==> src/rtl/i2c_init_pkg.sv <==
// Shared definitions for the I2C init sequencer: FSM states, init-entry layout
// and the master-busy handshake timeout.
package i2c_init_pkg;

  typedef enum logic [2:0] {
    ST_DELAY,
    ST_FETCH,
    ST_ISSUE,
    ST_WAIT_HI,
    ST_WAIT_LO,
    ST_CHECK,
    ST_HOST,
    ST_ERROR
  } seq_state_t;

  localparam int ENTRY_W = 23;
  localparam int DEV_MSB = 22;
  localparam int DEV_LSB = 16;
  localparam int REG_MSB = 15;
  localparam int REG_LSB = 8;
  localparam int VAL_MSB = 7;
  localparam int VAL_LSB = 0;

  localparam int BUSY_TIMEOUT = 8;

  function automatic logic [ENTRY_W-1:0] makeEntry(input logic [6:0] dev,
                                                   input logic [7:0] regAddr,
                                                   input logic [7:0] val);
    return {dev, regAddr, val};
  endfunction

endpackage

==> src/rtl/i2c_init_sequencer.sv <==
// Walks the init table through an I2C master after a startup delay, retrying
// NACKed writes, then hands the master over to the host bridge.
module i2c_init_sequencer
  import i2c_init_pkg::*;
#(
  parameter int CLK_FRE     = 27,
  parameter int STARTUP_US  = 1000,
  parameter int NUM_ENTRIES = 16,
  parameter int MAX_RETRIES = 3
) (
  input  logic               clk,
  input  logic               rst_n,
  input  logic               init_start,
  input  logic               host_enable,
  input  logic               host_read_write,
  input  logic [6:0]         host_dev_addr,
  input  logic [7:0]         host_reg_addr,
  input  logic [7:0]         host_mosi,
  output logic               host_busy,
  output logic [7:0]         host_miso,
  output logic               host_ack,
  output logic               m_enable,
  output logic               m_read_write,
  output logic [6:0]         m_dev_addr,
  output logic [7:0]         m_reg_addr,
  output logic [7:0]         m_mosi,
  input  logic               m_busy,
  input  logic               m_ack,
  input  logic [7:0]         m_miso,
  output logic [7:0]         rom_addr,
  input  logic [ENTRY_W-1:0] rom_data,
  output logic               init_done,
  output logic               init_error
);

  // FETCH is counted as the last startup cycle, so m_enable rises exactly
  // STARTUP_US*CLK_FRE cycles after reset release.
  localparam int          DELAY_CYCLES = STARTUP_US * CLK_FRE;
  localparam logic [31:0] DELAY_LAST   = (DELAY_CYCLES >= 2) ? 32'(DELAY_CYCLES - 2) : 32'd0;
  localparam logic [7:0]  LAST_INDEX   = 8'(NUM_ENTRIES - 1);
  localparam logic [7:0]  RETRY_LIMIT  = 8'(MAX_RETRIES);
  localparam logic [2:0]  TIMEOUT_LAST = 3'(BUSY_TIMEOUT - 1);

  seq_state_t  r_state;
  logic [31:0] r_delayCnt;
  logic [7:0]  r_index;
  logic [7:0]  r_retries;
  logic [2:0]  r_timeout;
  logic        r_mEnable;
  logic        r_ack;
  logic        r_restartPending;
  logic [6:0]  r_devAddr;
  logic [7:0]  r_regAddr;
  logic [7:0]  r_value;
  logic        r_initDone;
  logic        r_initError;
  logic        w_passthru;

  always_ff @(posedge clk or negedge rst_n) begin
    if (!rst_n) begin
      r_state          <= ST_DELAY;
      r_delayCnt       <= '0;
      r_index          <= '0;
      r_retries        <= '0;
      r_timeout        <= '0;
      r_mEnable        <= 1'b0;
      r_ack            <= 1'b0;
      r_restartPending <= 1'b0;
      r_devAddr        <= '0;
      r_regAddr        <= '0;
      r_value          <= '0;
      r_initDone       <= 1'b0;
      r_initError      <= 1'b0;
    end else begin
      case (r_state)
        ST_DELAY: begin
          if (r_delayCnt == DELAY_LAST) begin
            r_delayCnt <= '0;
            r_index    <= '0;
            r_state    <= ST_FETCH;
          end else begin
            r_delayCnt <= r_delayCnt + 32'd1;
          end
        end
        ST_FETCH: begin
          r_devAddr <= rom_data[DEV_MSB:DEV_LSB];
          r_regAddr <= rom_data[REG_MSB:REG_LSB];
          r_value   <= rom_data[VAL_MSB:VAL_LSB];
          r_mEnable <= 1'b1;
          r_state   <= ST_ISSUE;
        end
        ST_ISSUE: begin
          r_timeout <= '0;
          r_state   <= ST_WAIT_HI;
        end
        // A master that never goes busy is treated like a NACK so the retry
        // path can recover from it.
        ST_WAIT_HI: begin
          if (m_busy) begin
            r_mEnable <= 1'b0;
            r_state   <= ST_WAIT_LO;
          end else if (r_timeout == TIMEOUT_LAST) begin
            r_mEnable <= 1'b0;
            r_ack     <= 1'b0;
            r_state   <= ST_CHECK;
          end else begin
            r_timeout <= r_timeout + 3'd1;
          end
        end
        ST_WAIT_LO: begin
          if (!m_busy) begin
            r_ack   <= m_ack;
            r_state <= ST_CHECK;
          end
        end
        ST_CHECK: begin
          if (r_ack) begin
            if (r_index >= LAST_INDEX) begin
              r_initDone <= 1'b1;
              r_state    <= ST_HOST;
            end else begin
              r_index   <= r_index + 8'd1;
              r_retries <= '0;
              r_state   <= ST_FETCH;
            end
          end else if (r_retries < RETRY_LIMIT) begin
            r_retries <= r_retries + 8'd1;
            r_mEnable <= 1'b1;
            r_state   <= ST_ISSUE;
          end else begin
            r_initError <= 1'b1;
            r_state     <= ST_ERROR;
          end
        end
        // A restart request is held until the host's own transfer finishes.
        ST_HOST, ST_ERROR: begin
          if (init_start || r_restartPending) begin
            if (m_busy) begin
              r_restartPending <= 1'b1;
            end else begin
              r_restartPending <= 1'b0;
              r_initDone       <= 1'b0;
              r_initError      <= 1'b0;
              r_index          <= '0;
              r_retries        <= '0;
              r_state          <= ST_FETCH;
            end
          end
        end
        default: r_state <= ST_DELAY;
      endcase
    end
  end

  assign w_passthru   = (r_state == ST_HOST) || (r_state == ST_ERROR);

  assign m_enable     = w_passthru ? host_enable     : r_mEnable;
  assign m_read_write = w_passthru ? host_read_write : 1'b0;
  assign m_dev_addr   = w_passthru ? host_dev_addr   : r_devAddr;
  assign m_reg_addr   = w_passthru ? host_reg_addr   : r_regAddr;
  assign m_mosi       = w_passthru ? host_mosi       : r_value;

  assign host_busy    = w_passthru ? m_busy : 1'b1;
  assign host_ack     = w_passthru ? m_ack  : 1'b0;
  assign host_miso    = w_passthru ? m_miso : 8'h00;

  assign rom_addr     = r_index;
  assign init_done    = r_initDone;
  assign init_error   = r_initError;

endmodule
==> config.mk <==
export PLATFORM = sky130hd
export DESIGN_NAME = i2c_init_sequencer
export DESIGN_NICKNAME = d
export VERILOG_FILES = /design/src/rtl/i2c_init_pkg.sv /design/src/rtl/i2c_init_sequencer.sv
export SDC_FILE = /design/constraint.sdc
export NUM_CORES = 1
export LEC_CHECK = 0
export CAP_MARGIN = 40
export CORE_AREA = 4 4 85 146
export DETAILED_ROUTE_END_ITERATION = 10
export DIE_AREA = 0 0 89 150
export PLACE_DENSITY_LB_ADDON = 0.12
export SYNTH_ARGS = -nofsm -noshare
export SYNTH_HDL_FRONTEND = slang
export SYNTH_SLANG_ARGS = --single-unit
==> constraint.sdc <==
create_clock -name clk -period 4.1 [get_ports clk]
set_clock_uncertainty 0.1 [all_clocks]
set_input_delay 0.82 -clock clk [delete_from_list [all_inputs] [get_ports clk]]
set_output_delay 0.82 -clock clk [all_outputs]
set_load 0.03 [all_outputs]
==> results of run 1 <==
power breakdown:
group | total [µW] | switching (µW) | internal, µW
combinational | 1830 | 1060 | 773
sequential | 1160 | 151 | 1010
clock | 821 | 331 | 489
cell usage after synthesis, types with 4 or more instances:
cell type,instances,share of area (%)
a21oi_1,9,1.1
and3_1,17,2.5
and4_1,7,1.5
buf_2,4,0.48
clkbuf_1,11,0.98
dfrtp_1,82,49
ha_1,6,1.8
inv_1,10,0.90
mux2_2,23,6.2
nand2_1,94,8.4
nand3_1,23,2.7
nand4_1,9,1.3
nor2_1,24,2.1
nor2b_1,4,0.60
nor3_1,5,0.60
nor4_1,8,1.2
o21ai_0,16,1.9
or3_1,4,0.60
xnor2_1,20,4.2
xor2_1,8,1.7
cell type report:
type | count | share of cell area [%]
sequential | 82 | 36.2
multi-input combinational | 322 | 35.6
timing repair buffer | 111 | 19.3
clock buffer | 10 | 4.21
tap | 132 | 2.91
inverter | 10 | 0.662
clock inverter | 6 | 1.15
worst max path at each step:
stage	slack, ps	startpoint	end	depth (start not counted)
global route	770	r_state[1]	m_dev_addr[1]	5
finish	910	r_state[2]	m_dev_addr[1]	6
CTS	880	r_state[2]	m_dev_addr[2]	5
global placement	940	m_busy	host_busy	4
detailed placement	950	m_busy	host_busy	4
floorplan	1570	r_state[2]	host_ack	5
stage by stage:
step                      hold slack, ps  power, µW
final                                383       3810
after floorplan                      346       2340
after global placement               367       3010
after CTS                            385       3870
after global routing                 398       4070
after detailed placement             367       3020
per-layer routing:
layer	wire [µm]	global-route usage [%]	part of all wire [%]
met1	4090	19.0	37
met2	6270	31.5	57
met5	0	0	0
met3	300	3.09	2.7
met4	253	7.00	2.3
sequential cells by signal, summed over array words and instances (netlist names):
signal,flops
r_timeout,3
r_devAddr,7
rom_addr,8
r_restartPending,1
r_state,3
init_done,1
r_delayCnt,32
r_retries,8
r_mEnable,1
r_regAddr,8
init_error,1
r_ack,1
r_value,8
cell families (layout without fill, tap and decap cells):
group                    Yosys count  after routing  share of synthesized area [%]
AO/OA/AOI/OAI                     55             55                           9.37
buffers and inverters             28            137                           2.98
multiplexers                      24             24                           6.54
adder cells (fa/ha/maj)            6              6                           1.79
XOR/XNOR                          28             28                           5.85
flip-flops                        82             82                           48.9
AND/OR/NAND/NOR                  209            209                           24.5
critical path, delay by kind of cell (launching register included):
kind	cells	cell delay (ps)
buffers and inverters	3	1230
flip-flops	1	340
AND/OR/NAND/NOR	3	340
==> results.md, run 1 <==
- Type of destination of the critical path: output pin
- Site row count: 51
- First-pass GRT wire length: 17.8 mm
- Worst Hold Endpoint: r_delayCnt[31]
- Final HPWL DP: 8.03 mm
- CP max-delay cell: clkdlybuf4s50_1
- Fin util: 50.8%
- Reg2reg setup slack: 1680 ps
- Critical path class: register to output pin
- Most frequent cells in the layout: clkdlybuf4s50_1, nand2_1, dfrtp_1
- Worst slew margin: 44.9%
- Fraction of registers with async set/reset: 100%
- DP Area: 5370 µm²
- Sink Count: 82
- RSZ-0062 raised after global routing: no
- Worst skew pair latency: 340 ps
- Mapped Nets: 499
- Hold Crit Class: register to register
- Placed cell count: 657
- Layout area overhead: 35.2%
- DRT iter0 DRCs: 145
- Slowest stage delay, CP: 680 ps
- Worst R2R Start: r_state[0]
- Commonest non-fill, non-tap cell in the layout: clkdlybuf4s50_1
- Area of the multi-input gates: 2020 µm²
- Fin. Hold Viols: 0
- Final min period: 3190 ps
- Worst Tran Pin Value: 820 ps
- Crit-path cells: buf_4 -> and2_1 -> buf_4 -> nand2_1 -> nand2_1 -> clkdlybuf4s50_1
- Antenna viol nets, final: 0
- Leak Pwr: 0.00256 µW
- Die width: 89 µm
- Post-CTS setup buffers: 0
- FF+latch area: 2050 µm²
- Final Net Count: 603
- Cts repair resizes: 0
- Post-synth EDFFs: 0
- Setup WS pre-CTS: 952 ps
- Max Cap Violations: 0
- Post-Syn Instances: 432
- Hold path cells: 1
- Slew Viols, Final: 0
- IO Count: 106
- DRT Pass-1 Iters: 4
- Final WS setup: 909 ps
- Maximum number of pins on one net before global-route repair: 65
- Post-route cell area: 5670 µm²
- Hold Crit Start: r_delayCnt[31]
- Sequential fraction of the synthesis area: 48.9%
- Post-DR wirelength/cell: 16.2 µm
- WP data arrival: 2270 ps
- Hold-fix buffers, CTS: 0
- CTS tree: built
- Overflow after GRT: 0
- CTS max path bufs: 2
- ANT cells: 0
- Gr usage total: 17.2%
- Status: finished clean
- Clock slew at reported path FFs: 60 ps
- Fill cells: 1039
- Syn_area_per_cell: 9.71 µm²
- Worst reg2reg endpoint: r_delayCnt[27]
- Initial Utilization: 37.5%
- DR vias: 3572
- Synth Flop Type: dfrtp_1
- Die Height: 150 µm
- # DRC: 0
- FMAX: 313 MHz
- Port bufs: 105
- Initial antenna violation count: 0
- Setup total negative slack: 0 ps
- # setup viols final: 0
- Worst VDD drop: 0.404 mV
- Synth Register Bits: 82
- Crit path required time: 3180 ps
- Layout cells sized above 1: 10.7%
- Root Buffer: clkbuf_16
- YS warnings: 0
- Critical Path Start Type: register
- Die area: 13400 µm²
- R2R depth: 5
- CTS Buf Count: 9
- Finished Layout Cells: 673
- Vias in the first global route: 3694
- Gpl congestion: 0.864
- Netlist cell types: 54
- CTS HTree Levels: 3
- Crit share post-route: 77.8%
- Final WL: 10.9 mm
- Power per Cell Area: 673 nW/µm²
- Vias/cell: 5.31
- Crit-path max FO: 27
- Synthesized area: 4190 µm²
- Core box area: 11200 µm²
Note: power is estimated with default switching activity, not from simulation.
==> inputs of run 2 (changes only) <==
clock period = 3.29 ns   (was 4.1 ns; I/O delays follow)
==> run 2 against run 1 <==
  * Cell count is 0.15% higher
  * Sequential power is 26% higher
  * Design area increased by 0.55%
  * Register-to-register slack worse by 750 ps
  * Clock power is 32% higher
  * First-iteration DRC count fell by 47%
  * Worst setup slack worse by 480 ps
  * Sequential share of layout area shrank 0.20 points
  * Critical endpoint is now m_reg_addr[6]
  * Largest power group unchanged
  * Highest routed layer unchanged
==> results.md, run 2 (synthesis gave the netlist of run 1 again) <==
- DR vias: 3482
- DRT iter0 DRCs: 77
- FMAX: 349 MHz
- Crit-path cells: nand2_1 -> buf_4 -> nand2_1 -> nand2_1 -> clkdlybuf4s50_1
- Type of destination of the critical path: output pin
- Status: finished clean
- Vias/cell: 5.17
- # DRC: 0
- Post-CTS setup buffers: 0
- Most frequent cells in the layout: clkdlybuf4s50_1, nand2_1, dfrtp_1
- Hold-fix buffers, CTS: 0
- Slowest stage delay, CP: 660 ps
- CTS tree: built
- Worst slew margin: 45.5%
- Site row count: 51
- Final Net Count: 605
- Setup total negative slack: 0 ps
- Layout cells sized above 1: 10.5%
- Die Height: 150 µm
- ANT cells: 0
- Fin. Hold Viols: 0
- Port bufs: 105
- Worst skew pair latency: 330 ps
- Critical path class: register to output pin
- CTS HTree Levels: 3
- FF+latch area: 2050 µm²
- Layout area overhead: 36.0%
- Sink Count: 82
- Die width: 89 µm
- Worst Tran Pin Value: 811 ps
- Fill cells: 1033
- Crit share post-route: 87.0%
- Core box area: 11200 µm²
- Final HPWL DP: 7.90 mm
- Area of the multi-input gates: 2020 µm²
- Leak Pwr: 0.00258 µW
- Vias in the first global route: 3633
- # setup viols final: 0
- Power per Cell Area: 845 nW/µm²
- Gpl congestion: 0.860
- Hold Crit Class: input pin to async pin
- Crit-path max FO: 28
- Maximum number of pins on one net before global-route repair: 45
- Post-DR wirelength/cell: 15.7 µm
- WP data arrival: 2110 ps
- Crit path required time: 2530 ps
- Worst VDD drop: 0.602 mV
- DRT Pass-1 Iters: 4
- Overflow after GRT: 0
- Root Buffer: clkbuf_16
- Commonest non-fill, non-tap cell in the layout: clkdlybuf4s50_1
- Initial antenna violation count: 0
- Number of flip-flops in the largest register: 32
- Final WL: 10.6 mm
- Die area: 13400 µm²
- First-pass GRT wire length: 17.5 mm
- Final min period: 2860 ps
- Hold_ws: 221 ps
- Cts repair resizes: 0
- CTS Buf Count: 9
- IO Count: 106
- RSZ-0062 raised after global routing: no
- Max Cap Violations: 0
- Top reg by flops: r_delayCnt
- Initial Utilization: 37.5%
- Gr usage total: 16.6%
- Slew Viols, Final: 0
- Clock slew at reported path FFs: 60 ps
- Worst path most repeated cell: nand2_1
- Antenna viol nets, final: 0
- CTS max path bufs: 2
- Critical Path Start Type: register
- CP max-delay cell: clkdlybuf4s50_1
-- run 2: cell types whose count changed in the layout (fill, tap and decap cells not counted) --
cell / previous run / this run
buf_4: 7 / 9
bufinv_16: 1 / 2
clkinv_4: 1 / 0
inv_6: 1 / 0
clkinvlp_4: 1 / 0
clkinv_2: 2 / 0
clkbuf_1: 0 / 2
clkbuf_8: 1 / 2
-- run 2: per-stage QoR --
| step | worst slack [ps] | util [%] | power, µW | cell area (µm²) | cells |
|---|---|---|---|---|---|
| finish | 427 | 51.1 | 4820 | 5700 | 674 |
| CTS | 385 | 51.1 | 4870 | 5700 | 674 |
| floorplan | 920 | - | 2910 | 4190 | 432 |
| global placement | 455 | 48.2 | 3760 | 5380 | 659 |
| global route | 308 | 51.1 | 5140 | 5700 | 674 |
| detailed placement | 449 | 48.2 | 3780 | 5380 | 659 |
-- run 2: final timing paths --
path                                      from              to  slack (ps)  cells after the start
worst min-delay path                     rst_n     rom_addr[4]         220                      1
worst max register to register      r_state[0]  r_delayCnt[24]         930                      5
max in group asynchronous                rst_n    r_regAddr[6]        2170                      2
worst min register to register  r_delayCnt[31]  r_delayCnt[31]         380                      1
worst max-delay path                r_state[2]   m_reg_addr[6]         430                      5
min in group clk                r_delayCnt[31]  r_delayCnt[31]         380                      1
-- run 2: worst max-delay path, delay by kind of cell, from the launching register on --
family	cells	cell delay, ps
AND/OR/NAND/NOR	3	340
buffers and inverters	2	990
flip-flops	1	430
-- run 2: layout make-up --
class	count	share of cell area, %
clock inverter	2	1.05
tap	132	2.90
timing repair buffer	113	19.4
clock buffer	13	4.56
sequential	82	36.0
inverter	10	0.658
multi-input combinational	322	35.4
-- run 2: power breakdown --
part	switching, µW	leakage, µW	internal [µW]
Sequential	203	0.00106	1260
Combinational	1310	0.00136	971
Clock	375	0.000156	703
-- run 2: routing by layer --
metal / routed length, µm / vias to the layer above / track usage (%)
met3: 277 / 10 / 3.03
met2: 6010 / 57 / 30.7
met1: 4150 / 1690 / 19.2
li1: - / 1725 / -
met4: 136 / 0 / 4.40
met5: 0 / - / 0
==> inputs of run 3 (changes only) <==
CTS_BUF_LIST = sky130_fd_sc_hd__clkbuf_8   (was not set)
==> run 3 against run 2 <==
  * Sequential cell count unchanged
  * Global-route usage about the same
  * Register-to-register slack hardly changed
  * Via count rose by 0.63%
  * Core utilization is 0.91 points lower
  * First-iteration DRC count rose by 13%
  * Clock power shrank 25%
==> results.md, run 3 (synthesis gave the netlist of run 1 again) <==
- Worst slew margin: 44.8%
- Crit-path max FO: 27
- Crit share post-route: 87.4%
- # setup viols final: 0
- Setup total negative slack: 0 ps
- Clock slew at reported path FFs: 80 ps
- Most frequent cells in the layout: clkdlybuf4s50_1, nand2_1, dfrtp_1
- Seq pwr share: 32.1%
- R2R depth: 5
- Vias/cell: 5.20
- Leak Pwr: 0.00254 µW
- CTS tree: built
- FMAX: 348 MHz
- Post-CTS setup buffers: 0
- Overflow after GRT: 0
- Max Cap Violations: 0
- CTS Buf Count: 9
- Top reg by flops: r_delayCnt
- CTS HTree Levels: 3
- Clk network pwr share: 17.8%
- IO Count: 106
- Power per Cell Area: 812 nW/µm²
- DRT iter0 DRCs: 87
- DR vias: 3504
- Final WL: 10.6 mm
- Site row count: 51
- Fin util: 50.2%
- Cts repair resizes: 0
- Gpl congestion: 0.860
- Critical Path Start Type: register
- Core box area: 11200 µm²
- Layout cells sized above 1: 10.5%
- Finished Layout Cells: 674
- CTS max path bufs: 2
- Maximum number of pins on one net before global-route repair: 45
- WP data arrival: 2120 ps
- Die width: 89 µm
- RSZ-0062 raised after global routing: no
- Root Buffer: clkbuf_8
- Type of destination of the critical path: output pin
- Fill cells: 1046
- Post-route cell area: 5600 µm²
- Vias in the first global route: 3633
- Setup WS pre-CTS: 449 ps
- ANT cells: 0
- Worst reg2reg endpoint: r_retries[0]
- NetSw: 1860 µW
- Worst R2R Start: r_retries[0]
- Post-DR wirelength/cell: 15.8 µm
- Reg2reg setup slack: 930 ps
- Final Net Count: 605
- Final HPWL DP: 7.90 mm
- Placed cell count: 659
- Slew Viols, Final: 0
- Fin. Hold Viols: 0
- Internal power: 2690 µW
- Sink Count: 82
- Initial antenna violation count: 0
- Final WS setup: 414 ps
- Crit path required time: 2530 ps
- Port bufs: 105
- First-pass GRT wire length: 17.4 mm
- Gr usage total: 16.7%
- Switching part of the total: 40.9%
- Status: finished clean
- DP Area: 5380 µm²
- Hold-fix buffers, CTS: 0
- Die area: 13400 µm²
- Critical path class: register to output pin
- Worst VDD drop: 0.504 mV
- Worst Tran Pin Value: 821 ps
- Worst skew pair latency: 350 ps
- Final min period: 2880 ps
- DRT Pass-1 Iters: 4
- Die Height: 150 µm
- Number of flip-flops in the largest register: 32
- Part of the power in combinational logic: 50.1%
- Layout area overhead: 33.6%
- # DRC: 0
- Initial Utilization: 37.5%
- Antenna viol nets, final: 0
- Hold Crit Class: input pin to async pin
- Commonest non-fill, non-tap cell in the layout: clkdlybuf4s50_1
[run 3: per-stage QoR]
step / total power [µW] / hold slack, ps
after floorplan: 2910 / 262
after global placement: 3760 / 367
after detailed placement: 3780 / 369
after CTS: 4600 / 207
after global routing: 4860 / 218
final: 4550 / 192
[run 3: final cells by class]
class | instances | area (µm²) | area share (%)
sequential | 82 | 2050 | 36.6
multi-input combinational | 322 | 2020 | 36.0
timing repair buffer | 113 | 1110 | 19.8
tap | 132 | 165 | 2.95
clock buffer | 11 | 151 | 2.70
clock inverter | 4 | 67.6 | 1.21
inverter | 10 | 37.5 | 0.670
[run 3: power groups by stage]
stage | logic (µW) | clock network [µW] | registers [µW]
finish | 2280 | 812 | 1460
global route | 2480 | 875 | 1500
CTS | 2310 | 829 | 1460
detailed placement | 2300 | 0 | 1480
global placement | 2290 | 0 | 1470
floorplan | 1480 | 0 | 1440
[run 3: how the worst max path moves through the flow]
stage / slack, ps / cells after the start / to / startpoint
global placement: 450 / 4 / host_busy / m_busy
global route: 270 / 5 / m_reg_addr[4] / r_state[2]
floorplan: 920 / 5 / host_ack / r_state[2]
finish: 410 / 5 / m_dev_addr[1] / r_state[2]
CTS: 350 / 5 / m_reg_addr[6] / r_state[2]
detailed placement: 450 / 4 / host_busy / m_busy
[run 3: worst max-delay path, stage by stage (launching register included)]
cell and delay, ps:
dfrtp_1 440, and2_1 170, buf_4 300, nand2_1 100, nand2_1 70, clkdlybuf4s50_1 680
[run 3: per-layer routing]
metal,track usage [%],wire length (µm)
met1,19.1,4130
met2,30.6,6060
met3,2.87,283
met4,5.22,156
met5,0,0
